**src/rtl/ring_game_pkg.sv**
```systemverilog
// ring_game_pkg: shared definitions for the ring game sequencer.
//   state_e     - FSM state encoding, also driven out for display/debug
//   TAP_IDX     - ring bit index of each of the NUM_POS positions
//   decode_pos  - maps a 15-bit ring value to {valid, position}
package ring_game_pkg;

  typedef enum logic [2:0] {
    ST_IDLE  = 3'd0,
    ST_LOAD  = 3'd1,
    ST_RUN   = 3'd2,
    ST_CHECK = 3'd3,
    ST_DONE  = 3'd4
  } state_e;

  localparam int unsigned NUM_POS = 5;
  localparam int unsigned POS_W   = 15;
  localparam int unsigned TAP_IDX [NUM_POS] = '{0, 3, 6, 9, 12};

  typedef struct packed {
    logic       valid;
    logic [2:0] idx;
  } pos_dec_t;

  // valid only when the ring value is exactly one set bit sitting on a tap.
  function automatic pos_dec_t decode_pos(input logic [POS_W-1:0] pos);
    pos_dec_t res;
    res.valid = 1'b0;
    res.idx   = '0;
    for (int unsigned i = 0; i < NUM_POS; i++) begin
      if (pos == (POS_W'(1) << TAP_IDX[i])) begin
        res.valid = 1'b1;
        res.idx   = 3'(i);
      end
    end
    return res;
  endfunction

endpackage

```
**src/rtl/ring_game_ctrl_if.sv**
```systemverilog
// ring_game_ctrl_if: signal bundle between the button/ring environment and
// the game controller.
//   btn_start, btn_hit - single-cycle button pulses
//   target, pos        - target position and current ring value
//   step, ring_rst     - ring step enable and ring reload pulses
//   score, lives, win, lose, state - game status
// master: environment side; slave: controller side.
interface ring_game_ctrl_if;
  import ring_game_pkg::*;

  logic             btn_start;
  logic             btn_hit;
  logic [2:0]       target;
  logic [POS_W-1:0] pos;
  logic             step;
  logic             ring_rst;
  logic [3:0]       score;
  logic [1:0]       lives;
  logic             win;
  logic             lose;
  logic [2:0]       state;

  modport master (
    output btn_start, btn_hit, target, pos,
    input  step, ring_rst, score, lives, win, lose, state
  );

  modport slave (
    input  btn_start, btn_hit, target, pos,
    output step, ring_rst, score, lives, win, lose, state
  );

endinterface

```
**src/rtl/ring_game_ctrl_step_timer.sv**
```systemverilog
// step_timer: tick counter generating the ring step pulse.
//   clk, rst - clock, asynchronous active-high reset
//   clr_i    - force tick to zero
//   en_i     - count enable; when low tick holds and no step is produced
//   div_i    - cycles per step (>= 1)
//   step_o   - high for the enabled cycle in which tick reaches div_i-1
module step_timer #(
  parameter int unsigned DIV_W = 27
) (
  input  logic             clk,
  input  logic             rst,
  input  logic             clr_i,
  input  logic             en_i,
  input  logic [DIV_W-1:0] div_i,
  output logic             step_o
);

  logic [DIV_W-1:0] tick_q;
  logic             wrap;

  // >= rather than == so a shrinking div never leaves tick stranded above it.
  assign wrap   = (tick_q >= (div_i - DIV_W'(1)));
  assign step_o = en_i & wrap;

  always_ff @(posedge clk or posedge rst) begin
    if (rst) begin
      tick_q <= '0;
    end else if (clr_i) begin
      tick_q <= '0;
    end else if (en_i) begin
      tick_q <= wrap ? '0 : tick_q + DIV_W'(1);
    end
  end

endmodule

```
**src/rtl/ring_game_ctrl.sv**
```systemverilog
// ring_game_ctrl: sequencer for the 15-bit one-hot position ring.
// Generates the speeding-up ring step, restarts the ring, judges hits
// against the target position and keeps score and lives.
//   clk   - system clock
//   rst_n - asynchronous reset, active-high despite the name
//   bus   - ring_game_ctrl_if.slave (buttons, target, pos in; step,
//           ring_rst, score, lives, win, lose, state out)
module ring_game_ctrl
  import ring_game_pkg::*;
#(
  parameter int unsigned DIV_W     = 27,
  parameter int unsigned BASE_DIV  = 50_000_000,
  parameter int unsigned MIN_DIV   = 5_000_000,
  parameter int unsigned DIV_DEC   = 5_000_000,
  parameter int unsigned WIN_SCORE = 8,
  parameter int unsigned LIVES     = 3
) (
  input  logic             clk,
  input  logic             rst_n,
  ring_game_ctrl_if.slave  bus
);

  state_e           state_q;
  logic [3:0]       score_q, score_d;
  logic [1:0]       lives_q, lives_d;
  logic             win_q, lose_q, ring_rst_q;
  logic [DIV_W-1:0] div_q, div_d;
  logic [DIV_W:0]   div_wide;
  logic [POS_W-1:0] pos_q;
  pos_dec_t         dec;
  logic             is_hit;
  logic             tmr_en, tmr_clr;

  // Timer runs only in RUN, and pauses for the cycle a button is seen so
  // the hit cycle neither steps the ring nor advances the phase.
  assign tmr_en  = (state_q == ST_RUN) && !bus.btn_start && !bus.btn_hit;
  assign tmr_clr = (state_q == ST_LOAD);

  step_timer #(.DIV_W(DIV_W)) u_timer (
    .clk    (clk),
    .rst    (rst_n),
    .clr_i  (tmr_clr),
    .en_i   (tmr_en),
    .div_i  (div_q),
    .step_o (bus.step)
  );

  always_comb begin
    dec    = decode_pos(pos_q);
    is_hit = dec.valid && (dec.idx == bus.target);

    score_d = (score_q >= 4'(WIN_SCORE)) ? score_q : score_q + 4'd1;
    lives_d = (lives_q == 2'd0) ? 2'd0 : lives_q - 2'd1;

    // One extra bit so the borrow shows up instead of wrapping.
    div_wide = {1'b0, div_q} - (DIV_W+1)'(DIV_DEC);
    if (div_wide[DIV_W] || (div_wide[DIV_W-1:0] < DIV_W'(MIN_DIV)))
      div_d = DIV_W'(MIN_DIV);
    else
      div_d = div_wide[DIV_W-1:0];
  end

  always_ff @(posedge clk or posedge rst_n) begin
    if (rst_n) begin
      state_q    <= ST_IDLE;
      score_q    <= '0;
      lives_q    <= 2'(LIVES);
      win_q      <= 1'b0;
      lose_q     <= 1'b0;
      div_q      <= DIV_W'(BASE_DIV);
      ring_rst_q <= 1'b0;
      pos_q      <= '0;
    end else begin
      ring_rst_q <= 1'b0;
      unique case (state_q)
        ST_IDLE, ST_RUN: begin
          if (bus.btn_start) begin
            state_q    <= ST_LOAD;
            ring_rst_q <= 1'b1;
            score_q    <= '0;
            lives_q    <= 2'(LIVES);
            div_q      <= DIV_W'(BASE_DIV);
            win_q      <= 1'b0;
            lose_q     <= 1'b0;
          end else if (state_q == ST_RUN && bus.btn_hit) begin
            pos_q   <= bus.pos;
            state_q <= ST_CHECK;
          end
        end
        ST_LOAD: state_q <= ST_RUN;
        ST_CHECK: begin
          if (is_hit) begin
            score_q <= score_d;
            div_q   <= div_d;
            if (score_d == 4'(WIN_SCORE)) begin
              state_q <= ST_DONE;
              win_q   <= 1'b1;
            end else begin
              state_q    <= ST_LOAD;
              ring_rst_q <= 1'b1;
            end
          end else begin
            lives_q <= lives_d;
            if (lives_d == 2'd0) begin
              state_q <= ST_DONE;
              lose_q  <= 1'b1;
            end else begin
              state_q <= ST_RUN;
            end
          end
        end
        ST_DONE: if (bus.btn_start) state_q <= ST_IDLE;
        default: state_q <= ST_IDLE;
      endcase
    end
  end

  assign bus.ring_rst = ring_rst_q;
  assign bus.score    = score_q;
  assign bus.lives    = lives_q;
  assign bus.win      = win_q;
  assign bus.lose     = lose_q;
  assign bus.state    = state_q;

endmodule

```
**src/flat_wrapper.sv**
```systemverilog
// flat-port wrapper written by rule: the top's interface ports become plain ports
module ring_game_ctrl_flat import ring_game_pkg::*;
#(
  parameter int unsigned DIV_W     = 27,
  parameter int unsigned BASE_DIV  = 50_000_000,
  parameter int unsigned MIN_DIV   = 5_000_000,
  parameter int unsigned DIV_DEC   = 5_000_000,
  parameter int unsigned WIN_SCORE = 8,
  parameter int unsigned LIVES     = 3
)
  (clk, rst_n, bus_btn_start, bus_btn_hit, bus_target, bus_pos, bus_step, bus_ring_rst, bus_score, bus_lives, bus_win, bus_lose, bus_state);
  ring_game_ctrl_if bus_i ();
  input  logic clk;
  input  logic rst_n;
  input wire logic [$bits(bus_i.btn_start)-1:0] bus_btn_start;
  input wire logic [$bits(bus_i.btn_hit)-1:0] bus_btn_hit;
  input wire logic [$bits(bus_i.target)-1:0] bus_target;
  input wire logic [$bits(bus_i.pos)-1:0] bus_pos;
  output wire logic [$bits(bus_i.step)-1:0] bus_step;
  output wire logic [$bits(bus_i.ring_rst)-1:0] bus_ring_rst;
  output wire logic [$bits(bus_i.score)-1:0] bus_score;
  output wire logic [$bits(bus_i.lives)-1:0] bus_lives;
  output wire logic [$bits(bus_i.win)-1:0] bus_win;
  output wire logic [$bits(bus_i.lose)-1:0] bus_lose;
  output wire logic [$bits(bus_i.state)-1:0] bus_state;
  assign bus_i.btn_start = bus_btn_start;
  assign bus_i.btn_hit = bus_btn_hit;
  assign bus_i.target = bus_target;
  assign bus_i.pos = bus_pos;
  assign bus_step = bus_i.step;
  assign bus_ring_rst = bus_i.ring_rst;
  assign bus_score = bus_i.score;
  assign bus_lives = bus_i.lives;
  assign bus_win = bus_i.win;
  assign bus_lose = bus_i.lose;
  assign bus_state = bus_i.state;
  ring_game_ctrl #(.DIV_W(DIV_W), .BASE_DIV(BASE_DIV), .MIN_DIV(MIN_DIV), .DIV_DEC(DIV_DEC), .WIN_SCORE(WIN_SCORE), .LIVES(LIVES)) u_core (.clk(clk), .rst_n(rst_n), .bus(bus_i));
endmodule
```
**config.mk**
```make
export PLATFORM = sky130hd
export DESIGN_NAME = ring_game_ctrl_flat
export DESIGN_NICKNAME = d
export VERILOG_FILES = /design/src/rtl/ring_game_pkg.sv /design/src/rtl/ring_game_ctrl_if.sv /design/src/rtl/ring_game_ctrl_step_timer.sv /design/src/rtl/ring_game_ctrl.sv /design/src/flat_wrapper.sv
export SDC_FILE = /design/constraint.sdc
export NUM_CORES = 1
export LEC_CHECK = 0
export ABC_AREA = 1
export BUFFER_PORTS_ARGS = -buffer_cell sky130_fd_sc_hd__buf_4
export CAP_MARGIN = 20
export CORE_MARGIN = 10
export CORE_UTILIZATION = 63
export DETAILED_ROUTE_END_ITERATION = 12
export PLACE_DENSITY = 0.92
export SYNTH_ARGS = -nofsm -noshare
export SYNTH_HDL_FRONTEND = slang
export SYNTH_HIERARCHICAL = 1
export SYNTH_SLANG_ARGS = --single-unit
```
**constraint.sdc**
```tcl
create_clock -name clk -period 3.8 [get_ports clk]
set_input_delay 0.76 -clock clk [delete_from_list [all_inputs] [get_ports clk]]
set_output_delay 0.76 -clock clk [all_outputs]
set_load 0.01 [all_outputs]
```
# == Yosys cells after proc, flatten, opt, wreduce, memory -nomap -nowiden ==
# Cells that the tools add are included.
# classes
n_addsub,5
magnitude_cmp,3
n_eq_ne,18
mux,38
n_bitwise,2
reduce_logical,19
# ops
op,n
27-bit 2-to-1 mux,6
27-bit one-hot mux with 2 select lines,1
4-bit 2-to-1 mux,8
27-bit by 23-bit subtractor with 28-bit output (second input constant),1
27-bit by 1-bit adder with 27-bit output (second input constant),1
27-bit >= comparator,1
27-bit by 23-bit less-than comparator with 1-bit output (second input constant),1
27-bit by 1-bit subtractor with 27-bit output (second input constant),1
3-bit 2-to-1 mux,6
15-bit by 1-bit equality test with 1-bit output (second input constant),1
15-bit by 10-bit equality test with 1-bit output (second input constant),1
15-bit by 13-bit equality test with 1-bit output (second input constant),1
15-bit by 4-bit equality test with 1-bit output (second input constant),1
15-bit by 7-bit equality test with 1-bit output (second input constant),1
3-bit one-hot mux with 4 select lines,1
3-bit AND reduction,3
1-bit 2-to-1 mux,8
4-bit one-hot mux with 2 select lines,1
4-bit AND reduction,2
3-bit by 2-bit equality test with 1-bit output (second input constant),2
2-bit 2-to-1 mux,3
2-bit by 1-bit inequality test with 1-bit output (second input constant),3
2-bit inequality test (second input constant),3
1-bit one-hot mux with 2 select lines,3
19 further kinds,25
# totals
register_bits,81
in_bits,22
output_inout_bits,13
word_cells,94

# == Depth between registers and ports, before layout ==
# Gate-level depths: netlist (run 1).
# logic_depth
word_depth,10
ltp_mapped,20
ltp_nobuf,19

# == Hierarchy ==
# Netlist (run 1), hierarchy kept.
# modules_own_cells
module,n_inst,cells_each,area_each_um2,seq_area_each_um2
ring_game_ctrl,1,505,3397.0,1218.7
step_timer,1,427,2969.1,675.6

# == Worst setup path before layout (run 1) ==
# No wires, ideal clock.
# synth_path
kind,reg-to-output
start,reg u_core.div_q[6]
end,out bus_step
arrival_ns,2.364
required_ns,3.040
slack_ns,0.676
path_stages_with_launch,15
n_path_buf,0
cell_sequence,dfrtp_1 -> nor2_1 -> nand4_2 -> nor2_4 -> nand2_2 -> nor2_4 -> nand2_1 -> xor2_1 -> ha_1 -> nand2_1 -> nor2_1 -> nand2_1 -> nor3b_2 -> nand2_1 -> a21oi_1
# synth_between
elab_chain_len,3
# synth_rtl
item,line_no,rtl
"start, declared",ring_game_ctrl.sv:27,"logic [DIV_W-1:0] div_q, div_d;"
"start signal, assigned",ring_game_ctrl.sv:70,div_q <= DIV_W'(BASE_DIV);
"start signal, assigned",ring_game_ctrl.sv:82,div_q <= DIV_W'(BASE_DIV);
"start signal, assigned",ring_game_ctrl.sv:94,div_q <= div_d;
27-bit by 1-bit subtractor with 27-bit output,ring_game_ctrl_step_timer.sv:22,assign wrap = (tick_q >= (div_i - DIV_W'(1)));
27-bit >= comparator,ring_game_ctrl_step_timer.sv:22,
1-bit bitwise AND,ring_game_ctrl_step_timer.sv:23,assign step_o = en_i & wrap;
"end, declared",flat_wrapper.sv:19,output wire logic [$bits(bus_i.step)-1:0] bus_step;
# Every way passes these cells.

# == Worst setup path in the final report (run 1) ==
# layout_path
start,reg u_core.div_q[8]
end,out bus_step
# The elaborated chain is that of the path after synthesis.

==> run metrics, run 1 <==
status finished, violations left; failing checks setup timing; initial antenna violation count 0; final core occ 74.04%; RSZ-0062 raised after global routing true; full die area 14530 um2; gr usage total 22.61%; most used cell, CP nand2_2; post-synthesis cell count 932; FF+latch count, synth 75; fmax 260.1 MHz; main flop type after synthesis dfrtp_1; first-pass GRT wire length 27.46 mm; CTS H-Tree Depth 3; YS warnings 6; worst-skew pair later-pin latency 0.38 ns; CTS tree built; most common cell after layout, fill and taps aside nand2_1; max-slew violation count 0; reg-to-reg slack, setup 0.69 ns; ANT cells 0; port bufs 34; Worst Setup Start Kind flop; critical-path cell list inv_2 > nand2_4 > nor2_4 > nand2_2 > nor2_4 > nand2_2 > nor2_4 > nand3_2 > xor2_1 > ha_1 > nand2_1 > nor2_2 > nand2_2 > nor3b_2 > nand2_2 > a21oi_2 > buf_4; clock skew 0.01517 ns; Final Cell Area 7271 um2; EDFF count, synth 0; DP Cell Count 1102; sequential fraction of the synthesis area 29.76%; drc violations 0; final cell count without fillers 1143; root buf cell clkbuf_8; Die H 120.5 um; largest net degree at the start of global routing 41; number of global-route vias before repair 6079; CTS Buffer Depth 2; Ports 35; top cells by area, synth dfrtp_1, nand2_1, nor2_1, inv_1, ha_1; Final ANT Viol Nets 0; ys async rst share 100.0%; Crit path arrival time 3.08 ns; final worst setup slack -0.04408 ns; crit-path max FO 3; cts hold-fix bufs 0; HP Class input pin to async pin; layout cell share with drive strength beyond 1 21.19%; CTS sink cnt 75; fillcell total 706; chip width 120.5 um; Rows 36; CP Capture Type primary output; Area after DPL 6777 um2; Leakage 3.666 nW; Num CTS Buffers 9; Reg2Reg Depth 18; most area-hungry cell type in the Yosys netlist dfrtp_1; max incr delay on CP 0.41 ns; Final Critical Period 3.844 ns; final hold vios 0; synthesized area 6366 um2; Worst R2R End u_core/u_timer/tick_q[3]$_DFFE_PP0P_; Period Utilization, post-route 101.2%; dpl ws 0.2163 ns; HPWL after DPL 12.04 mm; GPL Wtd Cong 0.9857; Critical Path Slowest Stage Cell dfrtp_1; Worst-Margin Slew 0.9167 ns; Starting Density 64.83%; Via Count 6462; via density per instance 5.654; DRT Wirelength 17.55 mm; commonest cells after routing, fill and taps aside nand2_1, nor2_1, inv_1; WL per Instance 15.35 um; GRT Residual Overflow 0; worst setup path category flop to primary output; peak supply drop 0.3164 mV; pwr/cell area 317.1 nW/um2; # Max-Cap Violations 0; R2R Path Start u_core/div_q[8]$_DFFE_PP0P_; Worst-path clk slew 0.10 ns; DR iter-0 viols 876; area delta synth->final 14.21%; Final #Nets 1059; Worst slew margin 38.71%; required time worst endpoint 3.04 ns; setup violation total in the final timing report 1; Power, Total 2.305 mW; Syn Area/Cell 6.831 um2; DR pass1 iterations 6; core region area 9819 um2; top-area cell type share of the netlist area 23.98%; Cell variety after synth 42
## critical path, delay by kind of cell, from the launching register on
family	cells	cell delay, ns
fa+ha+maj	1	0.33
compound gates	1	0.19
flops	1	0.41
simple gates	12	1.38
buf+inv	2	0.25
xor+xnor	1	0.14
## registers in the layout, indices dropped and copies added, names as in the netlist
signal and flops:
u_core/bus.lives 2, u_core/bus.lose 1, u_core/bus.ring_rst 1, u_core/bus.score 4, u_core/bus.state 3, u_core/bus.win 1
u_core/div_q 21, u_core/pos_q 15, u_core/u_timer/tick_q 27
## how the worst max path moves through the flow
stage / from / end / cells after the start
finish: u_core/div_q[8]$_DFFE_PP0P_ / bus_step / 17
global route: u_core/div_q[8]$_DFFE_PP0P_ / bus_step / 17
CTS: u_core/div_q[11]$_DFFE_PP0P_ / bus_step / 17
detailed placement: u_core/div_q[11]$_DFFE_PP0P_ / bus_step / 17
global placement: u_core/div_q[11]$_DFFE_PP0P_ / bus_step / 17
floorplan: u_core/div_q[6]$_DFFE_PP0P_ / bus_step / 14
## final cells by class
class / instances / area (um2) / area share, %
sequential: 75 / 1897 / 26.09
clock inverter: 7 / 62.56 / 0.8604
clock buffer: 9 / 123.9 / 1.704
timing repair buffer: 67 / 523.0 / 7.193
multi-input combinational: 726 / 4020 / 55.29
tap: 133 / 166.4 / 2.289
inverter: 126 / 478.0 / 6.574
## cells by family after synthesis
family / Yosys count / synth area share (%)
AOI/OAI and AO/OA: 88 / 8.117
DFF: 75 / 29.76
buffers and inverters: 143 / 9.257
muxes: 6 / 1.061
adders and majority gates: 32 / 6.289
and+or+nand+nor: 531 / 37.76
xor gates and xnor gates: 56 / 7.704
other: 1 / 0.05891
## through the flow
step,hold slack (ns),setup TNS (ns)
detailed placement,0.4804,0
global route,0.3119,-0.1476
finish,0.3067,-0.04408
CTS,0.4937,0
floorplan,0.4794,0
global placement,0.4866,0
## synth_stat cells, types with 2 or more instances
cell,instances
xnor2_1,13
nor2_2,13
nand3_2,11
clkbuf_1,5
a21oi_1,39
dfstp_2,14
nor4_1,3
buf_4,6
nand4_1,20
buf_2,3
ha_1,32
nor2_4,11
o21bai_1,2
nand2_1,272
mux2_2,6
xor2_1,43
buf_6,2
nand2_2,11
inv_1,108
o21ai_1,13
inv_2,16
nor3_1,8
o21ai_0,15
a21oi_2,6
clkinv_1,2
nand3b_1,3
nand3_1,61
o21ai_2,9
dfrtp_1,61
nor2_1,112
## power breakdown
group	switching, mW	leakage (nW)	internal, mW
Sequential	0.0796	0.948	0.922
Clock	0.366	0.0988	0.255
Combinational	0.465	2.62	0.217
Total	0.911	3.67	1.39
## what timing repair did
item                                   in CTS  in global routing
setup endpoints to repair                   1                  1
gates resized for setup                     6                 30
buffers inserted                            5                 19
endpoints found under the hold margin       0                  0
pin swaps                                   4                 16
## per-layer routing
layer / global-route usage (%) / part of all wire (%)
met1: 27.17 / 41
met2: 39.57 / 50
met3: 2.792 / 5.9
met4: 10.11 / 3.5
met5: 0 / 0
(Power assumes the default switching activity.)
==> run 2: changes to the inputs <==
--- a/config.mk
+++ b/config.mk
@@ -9,9 +9,10 @@
 export BUFFER_PORTS_ARGS = -buffer_cell sky130_fd_sc_hd__buf_4
 export CAP_MARGIN = 20
 export CORE_MARGIN = 10
-export CORE_UTILIZATION = 63
+export CORE_UTILIZATION = 65
 export DETAILED_ROUTE_END_ITERATION = 12
-export PLACE_DENSITY = 0.92
+export PLACE_DENSITY = 0.94
+export SETUP_SLACK_MARGIN = 0.4
 export SYNTH_ARGS = -nofsm -noshare
 export SYNTH_HDL_FRONTEND = slang
 export SYNTH_HIERARCHICAL = 1
==> constraint.sdc (replaced) <==
create_clock -name clk -period 4.7 [get_ports clk]
set_input_delay 0.94 -clock clk [delete_from_list [all_inputs] [get_ports clk]]
set_output_delay 0.94 -clock clk [all_outputs]
set_load 0.01 [all_outputs]
==> run 2 against run 1 <==
- the run now ends clean
- worst hold slack better by 0.17 ns
- setup slack better by 0.70 ns
- total power is 18% lower
- combinational power down 21%
- sequential power fell by 19%
- largest cell class unchanged
==> run metrics, run 2 (same netlist as run 1, synthesis figures left out) <==
WL per Instance 14.45 um (-5.9%); RSZ-0062 raised after global routing false; area delta synth->final 10.83%; Starting Density 66.04% (+1.2 points); chip width 119.0 um (-1.3%); Rows 36 (unchanged); wl on met1 6.531 mm (-9.3%); CTS tree built; HPWL after DPL 11.50 mm (-4.5%); GPL Wtd Cong 0.9824 (-0.33%); DR iter-0 viols 673 (-23%); Leakage 3.591 nW (-2.1%); Worst-path clk slew 0.09 ns (about the same); via density per instance 5.586 (-1.2%); ANT cells 0 (unchanged); initial antenna violation count 0 (unchanged); GRT Residual Overflow 0 (unchanged); status complete, no violations; core region area 9639 um2 (-1.8%); Num CTS Buffers 9 (unchanged); register area 1898 um2 (about the same); Crit path arrival time 3.11 ns (+0.03 ns); met3 wire length 981 um (-5.0%); Via Count 6268 (-3.0%); Final Cell Area 7056 um2 (-3.0%); worst setup path category flop to primary output; Period Utilization, post-route 86.14%; commonest cells after routing, fill and taps aside nand2_1, nor2_1, inv_1; Reg with most FFs u_core/u_timer/tick_q; port bufs 34 (unchanged); full die area 14150 um2 (-2.6%); pwr/cell area 268.7 nW/um2 (-15%); worst-skew pair later-pin latency 0.37 ns (about the same); Area after DPL 6739 um2 (-0.55%); Worst slew margin 36.59% (-2.1 points); area of the multi-input gates 3940 um2 (-2.0%); Largest regs u_core/u_timer/tick_q: 27 flops, u_core/div_q: 21 flops, u_core/pos_q: 15 flops; setup_tns 0 ns (+0.04408 ns); most common cell after layout, fill and taps aside nand2_1; CP Capture Type primary output; largest net degree at the start of global routing 49 (+20%); Worst-Margin Slew 0.9484 ns (+0.03170 ns); CTS sink cnt 75 (unchanged); final hold vios 0 (unchanged); number of global-route vias before repair 5794 (-4.7%); setup violation total in the final timing report 0 (-1); highest metal used met4; max-slew violation count 0 (unchanged); required time worst endpoint 3.76 ns (+0.72 ns); Worst Setup Start Kind flop; Ports 35 (unchanged); CTS H-Tree Depth 3 (unchanged); clock skew 0.01127 ns (-0.003897 ns); HP Class input pin to async pin; max reg flops 27 (unchanged); final core occ 73.20% (-0.85 points); # Max-Cap Violations 0 (unchanged); cts hold-fix bufs 0 (unchanged); crit-path max FO 6 (+3); Final Critical Period 4.049 ns; Die H 119.0 um (-1.3%); CTS Buffer Depth 2 (unchanged); fmax 247.0 MHz; gr usage total 21.93% (-0.67 points); fillcell total 743 (+5.2%); DR WL met2 8.063 mm (-7.3%); DR pass1 iterations 6 (unchanged); Final ANT Viol Nets 0 (unchanged); first-pass GRT wire length 26.31 mm (-4.2%); root buf cell clkbuf_8; Final #Nets 1038 (-2.0%); DRT Wirelength 16.21 mm (-7.6%); layout cell share with drive strength beyond 1 17.39% (-3.8 points); peak supply drop 0.2643 mV (-16%); drc violations 0 (unchanged)
run 2: per-stage QoR:
stage                     std cells  setup WS [ns]  power (mW)  hold slack [ns]
after CTS                      1113         0.5006       1.894           0.5042
after detailed placement       1097         0.8993       1.340           0.4910
after global placement         1097          1.042       1.315           0.4891
after floorplan                 944          1.396       1.181           0.4794
after global routing           1122         0.3825       1.994           0.4748
final                          1122         0.6515       1.896           0.4797
run 2: path summary, 6_finish.rpt:
| kind | startpoint | to | slack (ns) | cells past startpoint |
|---|---|---|---|---|
| worst max-delay path | u_core/div_q[8]$_DFFE_PP0P_ | bus_step | 0.65 | 17 |
| worst min-delay path | rst_n | u_core/u_timer/tick_q[4]$_DFFE_PP0P_ | 0.48 | 2 |
| worst max register to register | u_core/pos_q[10]$_DFFE_PP0P_ | u_core/bus.ring_rst$_DFF_PP0_ | 1.61 | 11 |
| worst min register to register | u_core/bus.state[0]$_DFFE_PP0P_ | u_core/bus.state[0]$_DFFE_PP0P_ | 0.51 | 1 |
| max in group asynchronous | rst_n | u_core/div_q[11]$_DFFE_PP0P_ | 3.50 | 3 |
| min in group clk | u_core/bus.state[0]$_DFFE_PP0P_ | u_core/bus.state[0]$_DFFE_PP0P_ | 0.51 | 1 |
run 2: layout make-up:
| cell class | count | share of cell area, % |
|---|---|---|
| clock inverters | 7 | 1.188 |
| well taps | 133 | 2.359 |
| flip-flops and latches | 75 | 26.90 |
| clock buffers | 9 | 1.756 |
| multi-input cells | 726 | 55.84 |
| repair buffers | 46 | 5.249 |
| inverters | 126 | 6.703 |
run 2: worst max-delay path: stages, from the launching register on:
cell     delay, ns
dfrtp_2       0.46
inv_1         0.10
nand2_1       0.08
nor2_2        0.11
nand2_1       0.10
nor2_4        0.16
nand3_2       0.10
nor2_2        0.13
nand2_1       0.09
xor2_1        0.15
ha_1          0.29
nand2_1       0.09
nor2_1        0.15
nand2_1       0.12
nor3b_2       0.21
nand2_2       0.11
a21oi_2       0.17
buf_4         0.14
run 2: routing by layer:
| metal | global-route usage (%) | vias to the layer above |
|---|---|---|
| met5 | 0 | - |
| met4 | 10.31 | 0 |
| met3 | 3.684 | 63 |
| met2 | 37.97 | 276 |
| met1 | 25.98 | 2892 |
| li1 | - | 3037 |
run 2: repair_timing:
item                                    in CTS  in global routing
endpoints found under the setup margin       0                  1
gates resized for setup                      0                  7
buffers inserted                             0                  8
run 2: power by group:
group | leakage (nW) | internal, mW | total, mW | switching [mW]
clock | 0.108 | 0.257 | 0.543 | 0.286
sequential | 0.946 | 0.746 | 0.811 | 0.0651
combinational | 2.54 | 0.176 | 0.542 | 0.366
